**config.mk**
```make
export PLATFORM = sky130hd
export DESIGN_NAME = rc_pwm_decoder
export DESIGN_NICKNAME = d
export VERILOG_FILES = /design/src/rtl/rc_pwm_decoder_pkg.sv /design/src/rtl/rc_pwm_decoder_meter.sv /design/src/rtl/rc_pwm_decoder.sv
export SDC_FILE = /design/constraint.sdc
export NUM_CORES = 1
export LEC_CHECK = 0
export CORE_MARGIN = 3
export CORE_UTILIZATION = 61
export DETAILED_ROUTE_END_ITERATION = 10
export GPL_ROUTABILITY_DRIVEN = 1
export PLACE_DENSITY_LB_ADDON = 0.05
export SETUP_SLACK_MARGIN = 0.05
export SYNTH_ARGS = -nofsm -noshare
export SYNTH_HDL_FRONTEND = slang
export SYNTH_HIERARCHICAL = 1
export SYNTH_SLANG_ARGS = --single-unit
```
**constraint.sdc**
```tcl
create_clock -name clk -period 4.4 [get_ports clk]
set_clock_uncertainty 0.1 [all_clocks]
set_input_delay 0.66 -clock clk [delete_from_list [all_inputs] [get_ports clk]]
set_output_delay 0.66 -clock clk [all_outputs]
set_load 0.02 [all_outputs]
```
**src/rtl/rc_pwm_decoder_pkg.sv**
```systemverilog
// Shared definitions for the RC PWM receive path.
// Holds the command codes shared with the pulse generator, the per-channel
// measurement FSM state encoding, and the default width tick unit.
package rc_pwm_decoder_pkg;

  // Width tick unit in clk cycles; the pulse generator uses the same unit.
  localparam int unsigned CLK_DIV_DEFAULT = 1953;

  // Steering command codes
  localparam logic [1:0] CMD_LEFT    = 2'd1;
  localparam logic [1:0] CMD_RIGHT   = 2'd2;
  localparam logic [1:0] CMD_NEUTRAL = 2'd3;

  // Throttle command codes
  localparam logic [1:0] CMD_REV     = 2'd1;
  localparam logic [1:0] CMD_FWD     = 2'd2;
  localparam logic [1:0] CMD_STOP    = 2'd3;

  // Per-channel width meter states
  typedef enum logic [1:0] {
    ST_WAIT_LOW = 2'd0,
    ST_ARMED    = 2'd1,
    ST_MEASURE  = 2'd2
  } meter_state_t;

endpackage

```
**src/rtl/rc_pwm_decoder_meter.sv**
```systemverilog
// pwm_width_meter: measures the high time of one raw PWM input in width ticks.
// Ports:
//   i_clk, i_rst   - clock, synchronous active-high reset
//   i_pwm          - raw asynchronous pulse input
//   i_tick         - one-cycle strobe every CLK_DIV cycles (shared prescaler)
//   o_width        - width of the most recently accepted pulse, in ticks
//   o_accept       - one-cycle strobe when a pulse within [MIN_W, MAX_W] ends
//   o_timed_out    - one-cycle strobe when TIMEOUT_TICKS ticks pass with no accept
module pwm_width_meter
  import rc_pwm_decoder_pkg::*;
#(
  parameter int unsigned CLK_DIV       = CLK_DIV_DEFAULT,
  parameter int unsigned MIN_W         = 20,
  parameter int unsigned MAX_W         = 200,
  parameter int unsigned TIMEOUT_TICKS = 1536
) (
  input  logic       i_clk,
  input  logic       i_rst,
  input  logic       i_pwm,
  input  logic       i_tick,
  output logic [7:0] o_width,
  output logic       o_accept,
  output logic       o_timed_out
);

  localparam int unsigned   PW         = (CLK_DIV > 1) ? $clog2(CLK_DIV) : 1;
  localparam logic [PW-1:0] PRESC_HALF = PW'(CLK_DIV / 2);
  localparam logic [PW-1:0] PRESC_LAST = PW'(CLK_DIV - 1);
  localparam logic [7:0]    MIN_W8     = 8'(MIN_W);
  localparam logic [7:0]    MAX_W8     = 8'(MAX_W);
  localparam logic [10:0]   TO_LAST    = 11'(TIMEOUT_TICKS - 1);
  localparam logic [10:0]   TO_MAX     = '1;

  logic          r_sync1;
  logic          r_sync2;
  logic          r_sync3;
  meter_state_t  r_state;
  logic [PW-1:0] r_presc;
  logic [7:0]    r_width;
  logic          r_sat;
  logic [7:0]    r_width_out;
  logic          r_accept;
  logic [10:0]   r_to_cnt;

  logic          w_rise;
  logic          w_fall;
  logic          w_wrap;
  logic [7:0]    w_width_cnt;
  logic          w_sat_cnt;
  logic          w_accept_now;

  // Synchronizer stage; the third flop only serves edge detection.
  // These flops are left unreset so they keep tracking the pin during reset,
  // which lets WAIT_LOW see a pulse that is already high at reset release.
  always_ff @(posedge i_clk) begin
    r_sync1 <= i_pwm;
    r_sync2 <= r_sync1;
    r_sync3 <= r_sync2;
  end

  assign w_rise = r_sync2 & ~r_sync3;
  assign w_fall = ~r_sync2 & r_sync3;
  assign w_wrap = (r_presc == PRESC_LAST);

  // Width after this cycle's prescaler step. The measure state counts on the
  // falling-edge cycle too, so a wrap coinciding with the fall is included.
  always_comb begin
    w_width_cnt = r_width;
    w_sat_cnt   = r_sat;
    if (w_wrap) begin
      if (r_width == 8'hFF) begin
        w_sat_cnt = 1'b1;
      end else begin
        w_width_cnt = r_width + 8'd1;
      end
    end
  end

  assign w_accept_now = (r_state == ST_MEASURE) && w_fall && !w_sat_cnt &&
                        (w_width_cnt >= MIN_W8) && (w_width_cnt <= MAX_W8);

  // Measurement FSM stage
  always_ff @(posedge i_clk) begin
    if (i_rst) begin
      r_state     <= ST_WAIT_LOW;
      r_presc     <= '0;
      r_width     <= '0;
      r_sat       <= 1'b0;
      r_accept    <= 1'b0;
      r_width_out <= '0;
    end else begin
      r_accept <= 1'b0;
      case (r_state)
        ST_WAIT_LOW: begin
          if (!r_sync2) begin
            r_state <= ST_ARMED;
          end
        end
        ST_ARMED: begin
          if (w_rise) begin
            // Starting at half a tick makes the final count round to nearest.
            r_state <= ST_MEASURE;
            r_presc <= PRESC_HALF;
            r_width <= '0;
            r_sat   <= 1'b0;
          end
        end
        ST_MEASURE: begin
          r_presc <= w_wrap ? '0 : r_presc + 1'b1;
          r_width <= w_width_cnt;
          r_sat   <= w_sat_cnt;
          if (w_fall) begin
            r_state <= ST_ARMED;
            if (w_accept_now) begin
              r_accept    <= 1'b1;
              r_width_out <= w_width_cnt;
            end
          end
        end
        default: r_state <= ST_WAIT_LOW;
      endcase
    end
  end

  // Timeout stage: counts shared ticks since the last accepted pulse.
  always_ff @(posedge i_clk) begin
    if (i_rst) begin
      r_to_cnt <= '0;
    end else if (w_accept_now) begin
      r_to_cnt <= '0;
    end else if (i_tick && (r_to_cnt != TO_MAX)) begin
      r_to_cnt <= r_to_cnt + 11'd1;
    end
  end

  // Fires on the tick that brings the count to TIMEOUT_TICKS; a pulse being
  // accepted on the same cycle clears the counter and suppresses it.
  assign o_timed_out = i_tick && (r_to_cnt == TO_LAST) && !w_accept_now;
  assign o_accept    = r_accept;
  assign o_width     = r_width_out;

endmodule

```
**src/rtl/rc_pwm_decoder.sv**
```systemverilog
// rc_pwm_decoder: receive side of the RC servo/ESC PWM interface.
// Measures steering and throttle pulse high times and turns them into the
// 2-bit command codes consumed by the control mux, with failsafe on timeout.
// Ports:
//   clk, rst                         - clock, synchronous active-high reset
//   steer_pwm_in, throttle_pwm_in    - raw asynchronous pulse inputs
//   direction                        - 1=left, 2=right, 3=neutral
//   throttle                         - 1=reverse, 2=forward, 3=stop
//   steer_width, throttle_width      - last accepted width, in ticks
//   steer_valid, throttle_valid      - high while pulses are current
//   steer_sample, throttle_sample    - one-cycle strobe per accepted pulse
module rc_pwm_decoder
  import rc_pwm_decoder_pkg::*;
#(
  parameter int unsigned CLK_DIV        = CLK_DIV_DEFAULT,
  parameter int unsigned MIN_W          = 20,
  parameter int unsigned MAX_W          = 200,
  parameter int unsigned STEER_LEFT_TH  = 88,
  parameter int unsigned STEER_RIGHT_TH = 62,
  parameter int unsigned THR_FWD_TH     = 83,
  parameter int unsigned THR_REV_TH     = 62,
  parameter int unsigned TIMEOUT_TICKS  = 1536
) (
  input  logic       clk,
  input  logic       rst,
  input  logic       steer_pwm_in,
  input  logic       throttle_pwm_in,
  output logic [1:0] direction,
  output logic [1:0] throttle,
  output logic [7:0] steer_width,
  output logic [7:0] throttle_width,
  output logic       steer_valid,
  output logic       throttle_valid,
  output logic       steer_sample,
  output logic       throttle_sample
);

  localparam int unsigned   PW            = (CLK_DIV > 1) ? $clog2(CLK_DIV) : 1;
  localparam logic [PW-1:0] TICK_LAST     = PW'(CLK_DIV - 1);
  localparam logic [7:0]    STEER_LEFT_W  = 8'(STEER_LEFT_TH);
  localparam logic [7:0]    STEER_RIGHT_W = 8'(STEER_RIGHT_TH);
  localparam logic [7:0]    THR_FWD_W     = 8'(THR_FWD_TH);
  localparam logic [7:0]    THR_REV_W     = 8'(THR_REV_TH);

  logic [PW-1:0] r_tick_cnt;
  logic          w_tick;
  logic [7:0]    w_steer_width;
  logic [7:0]    w_thr_width;
  logic          w_steer_accept;
  logic          w_thr_accept;
  logic          w_steer_to;
  logic          w_thr_to;

  function automatic logic [1:0] decode_steer(input logic [7:0] w);
    logic [1:0] code;
    code = CMD_NEUTRAL;
    if (w >= STEER_LEFT_W) begin
      code = CMD_LEFT;
    end else if (w <= STEER_RIGHT_W) begin
      code = CMD_RIGHT;
    end
    return code;
  endfunction

  function automatic logic [1:0] decode_throttle(input logic [7:0] w);
    logic [1:0] code;
    code = CMD_STOP;
    if (w >= THR_FWD_W) begin
      code = CMD_FWD;
    end else if (w <= THR_REV_W) begin
      code = CMD_REV;
    end
    return code;
  endfunction

  // Shared free-running tick prescaler used by both timeout counters.
  always_ff @(posedge clk) begin
    if (rst) begin
      r_tick_cnt <= '0;
    end else if (w_tick) begin
      r_tick_cnt <= '0;
    end else begin
      r_tick_cnt <= r_tick_cnt + 1'b1;
    end
  end

  assign w_tick = (r_tick_cnt == TICK_LAST);

  pwm_width_meter #(
    .CLK_DIV       (CLK_DIV),
    .MIN_W         (MIN_W),
    .MAX_W         (MAX_W),
    .TIMEOUT_TICKS (TIMEOUT_TICKS)
  ) u_steer_meter (
    .i_clk       (clk),
    .i_rst       (rst),
    .i_pwm       (steer_pwm_in),
    .i_tick      (w_tick),
    .o_width     (w_steer_width),
    .o_accept    (w_steer_accept),
    .o_timed_out (w_steer_to)
  );

  pwm_width_meter #(
    .CLK_DIV       (CLK_DIV),
    .MIN_W         (MIN_W),
    .MAX_W         (MAX_W),
    .TIMEOUT_TICKS (TIMEOUT_TICKS)
  ) u_thr_meter (
    .i_clk       (clk),
    .i_rst       (rst),
    .i_pwm       (throttle_pwm_in),
    .i_tick      (w_tick),
    .o_width     (w_thr_width),
    .o_accept    (w_thr_accept),
    .o_timed_out (w_thr_to)
  );

  // Output decode stage: an accept always takes priority over a timeout.
  always_ff @(posedge clk) begin
    if (rst) begin
      direction       <= CMD_NEUTRAL;
      throttle        <= CMD_STOP;
      steer_width     <= '0;
      throttle_width  <= '0;
      steer_valid     <= 1'b0;
      throttle_valid  <= 1'b0;
      steer_sample    <= 1'b0;
      throttle_sample <= 1'b0;
    end else begin
      steer_sample    <= w_steer_accept;
      throttle_sample <= w_thr_accept;

      if (w_steer_accept) begin
        steer_width <= w_steer_width;
        direction   <= decode_steer(w_steer_width);
        steer_valid <= 1'b1;
      end else if (w_steer_to) begin
        steer_valid <= 1'b0;
        direction   <= CMD_NEUTRAL;
      end

      if (w_thr_accept) begin
        throttle_width <= w_thr_width;
        throttle       <= decode_throttle(w_thr_width);
        throttle_valid <= 1'b1;
      end else if (w_thr_to) begin
        throttle_valid <= 1'b0;
        throttle       <= CMD_STOP;
      end
    end
  end

endmodule

```
==> impl_metrics.py <==
metrics = {
    "sta": {
        "relSlewSlack_pct": 29.6,
        "fin_setup_tns_ps": 0,
        "worst_slack_ps": 878,
        "setup_viol": 0,
        "hold_violations": 0,
        "rsz0062_at_grt": "false",
        "fmax_mhz": 284,
        "slew_viol_final": 0,
        "fin_crit_sh_pct": 80.0,
        "fin_crit_ps": 3520,
        "holdWs_ps": 238,
        "worst_pin_slew_ps": 1050,
    },
    "final_layout": {
        "num_antenna_cells": 0,
        "regArea_um2": 2500,
        "multi_input_area_um2": 3500,
        "final_common_cell": "dfxtp_1",
        "syn_to_final_growth_pct": 13.5,
        "layout_common_cells": "dfxtp_1, nor2_1, a21oi_1, nand2_1, o21ai_0",
        "stdcell_count": 880,
        "num-nets-final": 750,
        "drive_above_1_share_pct": 11.0,
        "fillers": 759,
    },
    "clock_tree": {
        "clkTransAtPathRegs_ps": 60,
        "cts_inserted_buffers": 17,
        "insertion_delay_ps": 530,
        "cts_sinks": 125,
        "cts_tree": "yes",
        "cts_max_path_buffers": 2,
        "postCtsResizedCells": 0,
        "cts_setup_buffers": 0,
        "postCtsHoldBufs": 0,
        "root_buffer": "clkbuf_8",
        "h-tree-depth": 4,
    },
    "placement": {
        "dp_slack_ps": 963,
        "dp_cells": 850,
        "hpwlAfterDp_um": 9690,
        "gp_congestion": 0.924,
        "port_buffers": 27,
    },
    "synth": {
        "synth-edff-count": 0,
        "synthMuxAreaShare_pct": 4.56,
        "synthFlopType": "dfxtp_1",
        "async_flop_share_pct": 0,
        "ys_seq_area_share_pct": 40.1,
        "synthAdderAreaFrac_pct": 2.01,
        "synth-seq-cells": 125,
        "avgSynthCellArea_um2": 8.62,
        "yosysWarnings": 6,
        "synthesis.nets": 737,
        "syn_inst": 723,
        "synthXorXnorAreaFrac_pct": 4.35,
        "syn_area_um2": 6230,
        "synthSimpleGateAreaFrac_pct": 28.4,
        "synth.area.top_cells": "dfxtp_1, nor2_1, a21oi_1, mux2i_1, o21ai_0",
        "synth_top_family_by_area": "simple AND/OR/NAND/NOR gates",
        "synth.distinct_cells": 61,
        "synth_top_area_cell": "dfxtp_1",
        "synth_compound_area_share_pct": 16.8,
        "netlist.area_leader.share_pct": 40.1,
    },
    "min_path": {
        "min_path_type": "register to register",
        "holdPathEnd": "u_thr_meter/r_sync2$_DFF_P_",
        "min-delay-start": "u_thr_meter/r_sync1$_DFF_P_",
        "holdPathStages": 0,
    },
    "critical_path": {
        "rr_worst_depth": 12,
        "critPathLaunchType": "register",
        "end_kind": "register",
        "r2r_setup_slack_ps": 880,
        "crit_arrival_ps": 3810,
        "required_ps": 4690,
        "crit_slowest_cell": "o31ai_1",
        "critical_path_class": "register to register",
        "cp_max_fo": 13,
        "reg2reg_from": "u_thr_meter/r_presc[0]$_SDFFE_PP0P_",
        "path_cells": "inv_1 > ha_1 > nand4b_1 > or3_1 > nor3_1 > mux2_2 > o31ai_1 > nor2_2 > nor2_1 > inv_1 > a21oi_1 > nor2_1",
        "r2r-end": "throttle_valid$_SDFFE_PP0P_",
        "slowest_delay_ps": 600,
    },
    "floorplanning": {
        "coreArea_um2": 9860,
        "die_w_um": 107,
        "dieHeight_um": 107,
        "die-area_um2": 11500,
        "io-pin-count": 28,
        "start_util_pct": 63.2,
        "rows": 36,
    },
    "run": {
        "maxCapViolCount": 0,
    },
    "power_and_ir_drop": {
        "total_power_mw": 2.52,
        "vdd_drop_max_mv": 0.380,
        "power_density_nw_per_um2": 356,
        "p_leak_nw": 2.41,
    },
    "grt": {
        "grt_max_degree": 73,
        "grt_overflow": 0,
        "grt_pass1_wl_um": 24800,
        "grt.total_usage_pct": 26.8,
        "antenna_found_initial": 0,
        "grt_pass1_vias": 5274,
    },
    "routing": {
        "routedWlPerCell_um": 16.6,
        "drc_errors": 0,
        "drt-total-wl_um": 14600,
        "first_pass_iters": 5,
        "vias": 5442,
        "viasPerCell": 6.18,
        "ant_nets": 0,
        "drt_iter0_markers": 434,
    },
    "status": {
        "outcome": "finished clean",
    },
}
flip-flops by register name (all words and copies together), names as in the netlist, 2 cells and up:
name,flops
u_thr_meter/r_to_cnt,11
throttle,2
u_steer_meter/r_state,2
u_thr_meter/r_width,8
u_steer_meter/r_width,8
u_thr_meter/o_width,8
direction,2
r_tick_cnt,11
u_steer_meter/o_width,8
u_thr_meter/r_state,2
u_steer_meter/r_to_cnt,11
u_thr_meter/r_presc,11
throttle_width,8
u_steer_meter/r_presc,11
steer_width,8
per-layer routing:
metal | track usage (%) | share of wire (%) | routed length [µm]
met5 | 0 | 0 | 0
met3 | 5.90 | 4.4 | 646
met4 | 11.2 | 1.5 | 221
met1 | 35.2 | 46 | 6710
met2 | 42.6 | 48 | 7000
through the flow:
step / utilization (%) / instance area, µm²
finish: 71.7 / 7080
global route: 71.7 / 7080
CTS: 71.7 / 7080
detailed placement: 66.2 / 6530
global placement: 66.2 / 6530
floorplan: - / 6230
cell usage after synthesis (4+ instances only):
cell,number
inv_1,17
and4_1,6
nor3_2,18
mux2i_1,22
and2_1,6
dfxtp_1,125
a311oi_1,6
and3_2,4
nor2_1,92
buf_2,6
nand2_1,46
nand4b_1,7
o31ai_1,6
clkbuf_1,28
xnor2_1,12
a22oi_1,9
nand4_1,20
a211oi_1,13
a31oi_1,12
a21oi_1,52
nor3_1,19
a221oi_1,4
o21ai_0,37
xor2_1,19
nor4_1,6
a41o_1,4
or3_1,10
and3_1,12
nand3b_1,4
or3_2,4
nand3_1,23
ha_1,10
nand2b_1,7
worst max path at each step:
stage / startpoint / endpoint / slack [ps] / cells past startpoint
CTS: u_steer_meter/r_presc[0]$_SDFFE_PP0P_ / u_steer_meter/o_width[5]$_SDFFE_PP0P_ / 890 / 10
floorplan: u_thr_meter/r_width[1]$_SDFFE_PP0P_ / throttle[0]$_SDFFE_PP1P_ / 1210 / 11
global route: u_steer_meter/r_presc[0]$_SDFFE_PP0P_ / steer_valid$_SDFFE_PP0P_ / 580 / 11
finish: u_thr_meter/r_presc[0]$_SDFFE_PP0P_ / throttle_valid$_SDFFE_PP0P_ / 880 / 12
global placement: u_steer_meter/r_presc[0]$_SDFFE_PP0P_ / direction[1]$_SDFFE_PP1P_ / 1000 / 12
detailed placement: u_steer_meter/r_presc[0]$_SDFFE_PP0P_ / u_steer_meter/o_width[5]$_SDFFE_PP0P_ / 960 / 10
report_power, final:
part	switching [mW]	total [mW]	internal, mW
Combinational	0.0420	0.0610	0.0190
Sequential	0.0131	1.16	1.15
Clock	0.473	1.30	0.825
Total	0.528	2.52	1.99
area by class of cell:
class / instances / share of cell area [%]
clock buffer: 23 / 6.45
clock inverter: 7 / 1.27
inverter: 17 / 0.902
multi-input combinational: 544 / 49.5
sequential: 125 / 35.4
tap: 133 / 2.35
timing repair buffer: 31 / 4.21
cells by family after synthesis:
group / Yosys count
muxes: 27
and+or+nand+nor: 312
AOI/OAI and AO/OA: 164
xor gates and xnor gates: 31
adders and majority gates: 10
buffers and inverters: 54
DFF: 125
critical path, delay by kind of cell (launching register included):
kind,cells,cell delay [ps]
adder cells (fa/ha/maj),1,140
AO/OA/AOI/OAI,2,750
AND/OR/NAND/NOR,6,1520
flip-flops,1,340
buffers and inverters,2,130
multiplexers,1,420
Power figures use the tool's default switching activity.
